--- src/rtl/modexp_ctrl.sv ---
// 8-bit modular exponentiation sequencer: left-to-right square-and-multiply over a
// shared external 8x8 multiplier, each product reduced by a bit-serial restoring remainder.
module modexp_ctrl (
  input  logic        clock,
  input  logic        reset,
  input  logic        start,
  input  logic [7:0]  base,
  input  logic [7:0]  exp,
  input  logic [7:0]  modulus,
  output logic        busy,
  output logic        done,
  output logic [7:0]  result,
  output logic        err,
  output logic [7:0]  mul_a,
  output logic [7:0]  mul_b,
  input  logic [15:0] mul_p
);

  typedef enum logic [2:0] {IDLE, REDB, SQR, REDS, MUL, REDM} state_t;

  state_t      r_state;
  logic [7:0]  r_exp;
  logic [7:0]  r_n;
  logic [7:0]  r_bred;
  logic [7:0]  r_r;
  logic [2:0]  r_i;
  logic [15:0] r_p;
  logic [8:0]  r_rem;
  logic [3:0]  r_cnt;
  logic        r_busy;
  logic        r_done;
  logic [7:0]  r_result;
  logic        r_err;

  logic [8:0]  w_shift;
  logic [8:0]  w_rem_next;
  logic        w_last;

  // rem < n before each shift keeps the shifted value below 2n, so 9 bits suffice
  assign w_shift    = {r_rem[7:0], r_p[r_cnt]};
  assign w_rem_next = (w_shift >= {1'b0, r_n}) ? (w_shift - {1'b0, r_n}) : w_shift;
  assign w_last     = (r_cnt == 4'd0);

  assign busy   = r_busy;
  assign done   = r_done;
  assign result = r_result;
  assign err    = r_err;

  always_comb begin
    mul_a = '0;
    mul_b = '0;
    case (r_state)
      SQR: begin
        mul_a = r_r;
        mul_b = r_r;
      end
      MUL: begin
        mul_a = r_r;
        mul_b = r_bred;
      end
      default: ;
    endcase
  end

  always_ff @(posedge clock) begin
    if (reset) begin
      r_state  <= IDLE;
      r_exp    <= '0;
      r_n      <= '0;
      r_bred   <= '0;
      r_r      <= '0;
      r_i      <= '0;
      r_p      <= '0;
      r_rem    <= '0;
      r_cnt    <= '0;
      r_busy   <= 1'b0;
      r_done   <= 1'b0;
      r_result <= '0;
      r_err    <= 1'b0;
    end else begin
      r_done <= 1'b0;
      case (r_state)
        IDLE: begin
          if (start) begin
            r_exp <= exp;
            r_n   <= modulus;
            r_err <= 1'b0;
            r_i   <= 3'd7;
            if (modulus == 8'd0) begin
              r_err    <= 1'b1;
              r_result <= '0;
              r_done   <= 1'b1;
            end else begin
              r_r     <= (modulus == 8'd1) ? 8'd0 : 8'd1;
              r_p     <= {8'h00, base};
              r_rem   <= '0;
              r_cnt   <= 4'd15;
              r_busy  <= 1'b1;
              r_state <= REDB;
            end
          end
        end
        REDB: begin
          r_rem <= w_rem_next;
          r_cnt <= r_cnt - 4'd1;
          if (w_last) begin
            r_bred  <= w_rem_next[7:0];
            r_state <= SQR;
          end
        end
        SQR, MUL: begin
          r_p     <= mul_p;
          r_rem   <= '0;
          r_cnt   <= 4'd15;
          r_state <= (r_state == SQR) ? REDS : REDM;
        end
        REDS, REDM: begin
          r_rem <= w_rem_next;
          r_cnt <= r_cnt - 4'd1;
          if (w_last) begin
            r_r <= w_rem_next[7:0];
            if (r_state == REDS && r_exp[r_i]) begin
              r_state <= MUL;
            end else if (r_i == 3'd0) begin
              // result takes the freshly reduced value on the same edge r does
              r_result <= w_rem_next[7:0];
              r_done   <= 1'b1;
              r_busy   <= 1'b0;
              r_state  <= IDLE;
            end else begin
              r_i     <= r_i - 3'd1;
              r_state <= SQR;
            end
          end
        end
        default: r_state <= IDLE;
      endcase
    end
  end

endmodule

--- config.mk ---
export PLATFORM = sky130hd
export DESIGN_NAME = modexp_ctrl
export DESIGN_NICKNAME = d
export VERILOG_FILES = /design/src/rtl/modexp_ctrl.sv
export SDC_FILE = /design/constraint.sdc
export NUM_CORES = 1
export LEC_CHECK = 0
export ABC_AREA = 1
export CAP_MARGIN = 20
export CELL_PAD_IN_SITES_DETAIL_PLACEMENT = 1
export CELL_PAD_IN_SITES_GLOBAL_PLACEMENT = 1
export CORE_MARGIN = 2
export CORE_UTILIZATION = 40
export DETAILED_ROUTE_END_ITERATION = 10
export HOLD_SLACK_MARGIN = 0.15
export PLACE_DENSITY_LB_ADDON = 0.1
export SLEW_MARGIN = 40
export SYNTH_ARGS = -nofsm -noshare
export SYNTH_HDL_FRONTEND = slang
export SYNTH_SLANG_ARGS = --single-unit
--- constraint.sdc ---
create_clock -name clock -period 5.45 [get_ports clock]
set_input_delay 0.545 -clock clock [delete_from_list [all_inputs] [get_ports clock]]
set_output_delay 0.545 -clock clock [all_outputs]
set_load 0.02 [all_outputs]
==> results of run 1 <==
## worst register-to-register path: stages (launching register included)
cell,delay (ns)
dfxtp_1,0.54
clkinv_1,0.32
nand2_1,0.14
nand3_1,0.07
nand3_1,0.09
nand3_1,0.12
nand2_1,0.09
inv_1,0.05
ha_1,0.18
fa_1,0.42
inv_1,0.10
nand2_1,0.07
nand3_1,0.09
xor2_1,0.20
nand2_1,0.08
nand2_1,0.14
nand2_1,0.10
a21oi_1,0.15
## area by class of cell
type / instances / area [µm²] / share of cell area, %
Clock buffer: 12 / 145 / 2.85
Clock inverter: 4 / 95.1 / 1.87
Inverter: 95 / 358 / 7.03
Multi-Input combinational cell: 429 / 2080 / 40.9
Sequential cell: 77 / 1540 / 30.3
Tap cell: 133 / 166 / 3.27
Timing Repair Buffer: 71 / 706 / 13.9
## state kept, by name (all words and copies together) (netlist names), 3 cells and up
signal	flops
r_p	16
r_cnt	4
result	8
r_bred	8
r_state	3
r_rem	8
r_n	8
r_exp	8
r_i	3
r_r	8
## synth_stat cells (3+ instances only)
master	instances	area, µm²
o21ai_0	37	185
nand3_1	40	200
inv_1	84	315
clkbuf_1	6	22.5
nor2_1	51	191
nand2_1	173	649
nand4_1	5	31.3
nand2_2	4	25.0
a21oi_1	69	345
buf_2	9	45.0
dfxtp_1	77	1540
o21ai_1	3	15.0
nor2_2	3	18.8
inv_2	9	33.8
ha_1	12	150
o211ai_1	3	22.5
buf_1	3	11.3
nand3_2	3	30.0
xor2_1	5	43.8
o22ai_1	8	50.1
## metrics by stage
stage                     total power [mW]  setup slack, ns  cells  util (%)  hold slack [ns]
after floorplan                       1.85             3.26    623         -            0.429
after global placement                2.16             2.60    805      49.2            0.438
after detailed placement              2.22             2.49    805      49.2            0.459
after CTS                             2.77             2.36    821      51.6            0.471
after global routing                  3.02             2.07    821      51.6            0.493
final                                 2.76             2.38    821      51.6            0.466
## layer usage
layer | wire [µm] | up-vias | part of all wire (%) | global-route usage, %
met4 | 192 | 0 | 1.6 | 7.90
met3 | 320 | 14 | 2.6 | 2.81
met2 | 6230 | 69 | 51 | 41.2
met1 | 5590 | 1993 | 45 | 29.0
li1 | - | 2089 | - | -
met5 | 0 | - | 0 | 0
## worst max-delay path by stage
stage                          start        end  slack (ns)  depth (start not counted)
after global routing        r_cnt[0]     r_r[6]        2.07                         17
after detailed placement    r_cnt[0]     r_r[6]        2.49                         17
final                     r_state[1]   mul_a[4]        2.38                          7
after CTS                 r_state[1]   mul_a[7]        2.36                          7
after global placement      r_cnt[0]     r_r[6]        2.60                         17
after floorplan             r_cnt[0]  r_bred[4]        3.26                         16
## where the power goes
| part | switching (mW) | internal (mW) | total (mW) | leakage [nW] |
|---|---|---|---|---|
| registers | 0.105 | 0.712 | 0.817 | 0.632 |
| clock network | 0.211 | 0.317 | 0.527 | 0.121 |
| logic | 0.969 | 0.447 | 1.42 | 1.48 |
| total | 1.28 | 1.48 | 2.76 | 2.23 |
## logic make-up (layout without fill, tap and decap cells)
logic type                 after synthesis  count (layout)  synth area share (%)
xor gates and xnor gates                 7               7                  1.50
adders and majority gates               13              13                  4.15
buffers and inverters                  117             182                  11.6
AOI/OAI and AO/OA                      124             124                  16.0
and+or+nand+nor                        285             285                  29.1
DFF                                     77              77                  37.6
==> results.sh, run 1 <==
export IMPL_rsz0062_at_grt="false"
export IMPL_insertion_delay_ns=0.35
export IMPL_syn_area_um2=4100
export IMPL_layout_common_cells="nand2_1, inv_1, dfxtp_1"
export IMPL_die_y_um=105
export IMPL_diodes=0
export IMPL_syn_area_per_cell_um2=6.58
export IMPL_grt_pass1_vias=4404
export IMPL_wl_per_cell_um=15.0
export IMPL_cpMostUsedCell="inv_2"
export IMPL_crit_chain="inv_1 -> nor3_1 -> inv_2 -> nand2_2 -> inv_2 -> nor2_1 -> clkdlybuf4s50_1"
export IMPL_setup_worst_path_start_class="flop"
export IMPL_cts_buffer_depth=2
export IMPL_worstReg2RegEnd="r_r[6]"
export IMPL_initial_core_util_pct=41.5
export IMPL_hp_start="r_n[2]"
export IMPL_ys_flop_type="dfxtp_1"
export IMPL_tritoncts="built"
export IMPL_pwr_density_cell_nw_per_um2=542
export IMPL_worstRegToRegCells=17
export IMPL_cp_slowest_stage_delay_ns=0.62
export IMPL_rr_startpoint="r_cnt[0]"
export IMPL_grtUsageTotal_pct=23.3
export IMPL_path_class="flop to primary output"
export IMPL_routed_wl_mm=12.3
export IMPL_synth_edf_count=0
export IMPL_synth_async_reset_ratio_pct=0
export IMPL_drive_gt1_share_pct=5.67
export IMPL_grt_max_degree=45
export IMPL_path_clk_slew_ns=0.08
export IMPL_synthCells=623
export IMPL_max_slew_margin_pct=68.3
export IMPL_finClkSkew_ns=0.0104
export IMPL_crit_fanout=17
export IMPL_vias=4165
export IMPL_r2r_setup_slack_ns=2.43
export IMPL_cts_htree_levels=3
export IMPL_period_needed_ns=3.07
export IMPL_post_cts_buffers=0
export IMPL_syn_nets=679
export IMPL_cts_inserted_buffers=9
export IMPL_arrival_ns=2.53
export IMPL_ys_ff_latch=77
export IMPL_timing_critical_path_buf_inv=4
export IMPL_period_share_pct=56.4
export IMPL_rows=36
export IMPL_cts_resized=0
export IMPL_dr_pass1_iters=6
export IMPL_crit_family="buffers and inverters"
export IMPL_die_width_um=105
export IMPL_holdPathEnd="r_n[2]"
export IMPL_postPlaceCellArea_um2=4850
export IMPL_hp_class="flop to flop"
export IMPL_drc_errors=0
export IMPL_gr_total_overflow=0
export IMPL_outcome="finished, final reports clean"
export IMPL_cts_root_buf="clkbuf_8"
export IMPL_setup_violations=0
export IMPL_finalNetCount=739
export IMPL_grt_pass1_wl_mm=20.7
export IMPL_yosysSeqAreaShare_pct=37.6
export IMPL_worst_pin_slew_ns=0.474
export IMPL_peakVddDrop_mv=0.220
export IMPL_io_pins=70
export IMPL_fillers=1297
export IMPL_max_cap_viol_count=0
export IMPL_p_leak_nw=2.23
export IMPL_cts_hold_buf=0
export IMPL_final_area_um2=5090
export IMPL_fmax_ghz=0.325
export IMPL_cts_sinks=77
export IMPL_core_area_um2=9860
export IMPL_crit_path_end_kind="primary output"
export IMPL_synth_distinct_cells=35
export IMPL_gp_congestion=0.838
export IMPL_antenna_found_initial=0
export IMPL_hold_depth=2
export IMPL_setup_tns_ns=0
export IMPL_vias_per_cell=5.07
export IMPL_antenna_left=0
export IMPL_ys_warn_count=0
export IMPL_dieArea_um2=11100
export IMPL_cpMaxStageDelayCell="clkdlybuf4s50_1"
export IMPL_hold_viol=0
export IMPL_drtIter0Drc=103
export IMPL_area_growth_synth_to_final_pct=24.3
export IMPL_dpl_hpwl_mm=9.31
export IMPL_portBuffers=69
export IMPL_final_common_cell="nand2_1"
export IMPL_maxSlewViolCount=0
export IMPL_required_ns=4.91
Power figures use the tool's default switching activity.
==> run 2: changes to the inputs <==
CORE_UTILIZATION = 34   (was 40)
clock period = 2.8 ns   (was 5.45 ns; I/O delays follow)
==> run 2 against run 1 <==
  * Global-route usage fell by 3.1 points
  * Sequential share of layout area fell by 0.62 points
  * Worst hold slack got worse by 0.013 ns
  * Worst setup slack got worse by 2.1 ns
  * Clock skew fell by 0.0062 ns
  * Critical endpoint is now result[4]
  * Highest routed layer unchanged
==> results.sh, run 2 (synthesis results as in run 1) <==
export IMPL_outcome="finished, final reports clean"
export IMPL_path_class="flop to flop"
export IMPL_largest_register_ffs=16
export IMPL_period_share_pct=90.1
export IMPL_wl_per_cell_um=14.7
export IMPL_setup_ws_ns=0.277
export IMPL_diodes=0
export IMPL_maxSlewViolCount=0
export IMPL_pwr_density_cell_nw_per_um2=1060
export IMPL_cts_inserted_buffers=9
export IMPL_worst_pin_slew_ns=0.445
export IMPL_vias=4148
export IMPL_die_y_um=114
export IMPL_io_pins=70
export IMPL_crit_path_end_kind="flop"
export IMPL_final_common_cell="nand2_1"
export IMPL_drtIter0Drc=151
export IMPL_crit_fanout=7
export IMPL_hold_depth=2
export IMPL_period_needed_ns=2.52
export IMPL_dpl_hpwl_mm=9.43
export IMPL_crit_chain="buf_4 -> nor2_1 -> nor2_1 -> o21ai_0 -> nand3_1 -> nand3_1 -> nand2_1 -> inv_1 -> ha_1 -> fa_2 -> inv_1 -> a31oi_1 -> xnor2_1 -> nand2_1 -> nand2_2 -> nand2_1 -> a21oi_1"
export IMPL_cts_buffer_depth=2
export IMPL_crit_family="simple AND/OR/NAND/NOR gates"
export IMPL_rows=40
export IMPL_arrival_ns=2.79
export IMPL_crit_cells=17
export IMPL_initial_core_util_pct=34.5
export IMPL_setup_tns_ns=0
export IMPL_finalNetCount=744
export IMPL_finClkSkew_ns=0.00418
export IMPL_timing_critical_path_buf_inv=3
export IMPL_grt_max_degree=45
export IMPL_gp_congestion=0.836
export IMPL_setup_violations=0
export IMPL_p_leak_nw=2.28
export IMPL_die_width_um=114
export IMPL_vias_per_cell=4.94
export IMPL_path_clk_slew_ns=0.06
export IMPL_drc_errors=0
export IMPL_dieArea_um2=12900
export IMPL_worstRegToRegCells=17
export IMPL_cts_sinks=77
export IMPL_largest_register="r_p"
export IMPL_routed_wl_mm=12.4
export IMPL_layout_common_cells="nand2_1, inv_1, dfxtp_1"
export IMPL_dr_pass1_iters=4
export IMPL_gr_total_overflow=0
export IMPL_cts_root_buf="clkbuf_16"
export IMPL_grt_pass1_wl_mm=20.7
export IMPL_portBuffers=69
export IMPL_fin_cells=839
export IMPL_drive_gt1_share_pct=6.94
export IMPL_antenna_found_initial=0
export IMPL_peakVddDrop_mv=0.386
export IMPL_hp_class="flop to flop"
export IMPL_post_cts_buffers=0
export IMPL_place_ws_ns=-0.0628
export IMPL_core_area_um2=11900
export IMPL_cpMaxStageDelayCell="dfxtp_4"
export IMPL_required_ns=3.07
export IMPL_hold_viol=0
export IMPL_cts_htree_levels=3
export IMPL_dp_cells=824
export IMPL_rr_startpoint="r_cnt[0]"
export IMPL_cpMostUsedCell="nand2_1"
export IMPL_grtUsageTotal_pct=20.2
export IMPL_antenna_left=0
export IMPL_max_cap_viol_count=0
export IMPL_area_growth_synth_to_final_pct=27.3
export IMPL_insertion_delay_ns=0.34
export IMPL_crit_start="r_cnt[0]"
export IMPL_grt_pass1_vias=4329
export IMPL_hp_start="busy"
export IMPL_cp_slowest_stage_delay_ns=0.39
export IMPL_fmax_ghz=0.396
export IMPL_cts_hold_buf=0
export IMPL_rsz0062_at_grt="false"
export IMPL_tritoncts="built"
export IMPL_setup_worst_path_start_class="flop"
export IMPL_max_slew_margin_pct=70.2
==> run 2: through the flow <==
| stage | total power [mW] | area [µm²] | utilization, % | hold WS [ns] |
|---|---|---|---|---|
| floorplan | 3.61 | 4100 | - | 0.415 |
| global placement | 4.29 | 4910 | 41.4 | 0.443 |
| detailed placement | 4.35 | 4910 | 41.4 | 0.449 |
| CTS | 5.56 | 5200 | 43.9 | 0.464 |
| global route | 6.05 | 5220 | 44.0 | 0.480 |
| finish | 5.52 | 5220 | 44.0 | 0.453 |
==> run 2: final timing paths <==
kind / to / slack, ns
worst max-delay path: result[4] / 0.28
worst min-delay path: busy / 0.45
worst max register to register: result[4] / 0.28
worst min register to register: busy / 0.45
==> run 2: timing repair <==
| action | CTS | global route |
|---|---|---|
| resized for setup | 1 | 7 |
| pin swaps | 0 | 1 |
| setup endpoints to repair | 7 | 27 |
| hold endpoints to repair | 0 | 0 |
==> run 2: power by group <==
part / switching (mW) / internal (mW)
Sequential: 0.206 / 1.39
Combinational: 1.84 / 0.907
Clock: 0.433 / 0.735
Total: 2.48 / 3.03
==> run 2: layer usage <==
metal / global-route usage, % / routed length, µm / vias to the layer above / part of all wire (%)
li1: - / - / 2098 / -
met1: 24.7 / 5720 / 1966 / 46
met2: 35.6 / 6060 / 64 / 49
met3: 2.98 / 331 / 20 / 2.7
met4: 8.46 / 259 / 0 / 2.1
met5: 0 / 0 / - / 0
==> run 2: tightest hold or removal path: cells and delay by family (launching register included) <==
family                 cells  cell delay [ns]
AOI/OAI and AO/OA          1             0.05
DFF                        1             0.31
buffers and inverters      1             0.05
==> run 2: final cells by class <==
type	count	area, µm²
clock buffers	14	264
clock inverters	1	30.0
fillers	1580	6650
inverters	95	360
multi-input cells	429	2090
flip-flops and latches	77	1550
well taps	147	184
repair buffers	76	743
==> run 3: changes to the inputs <==
SLEW_MARGIN = 5   (was 40)
==> results of run 3 <==
No change in the layout: final DEF, timing and power equal those of run 2.
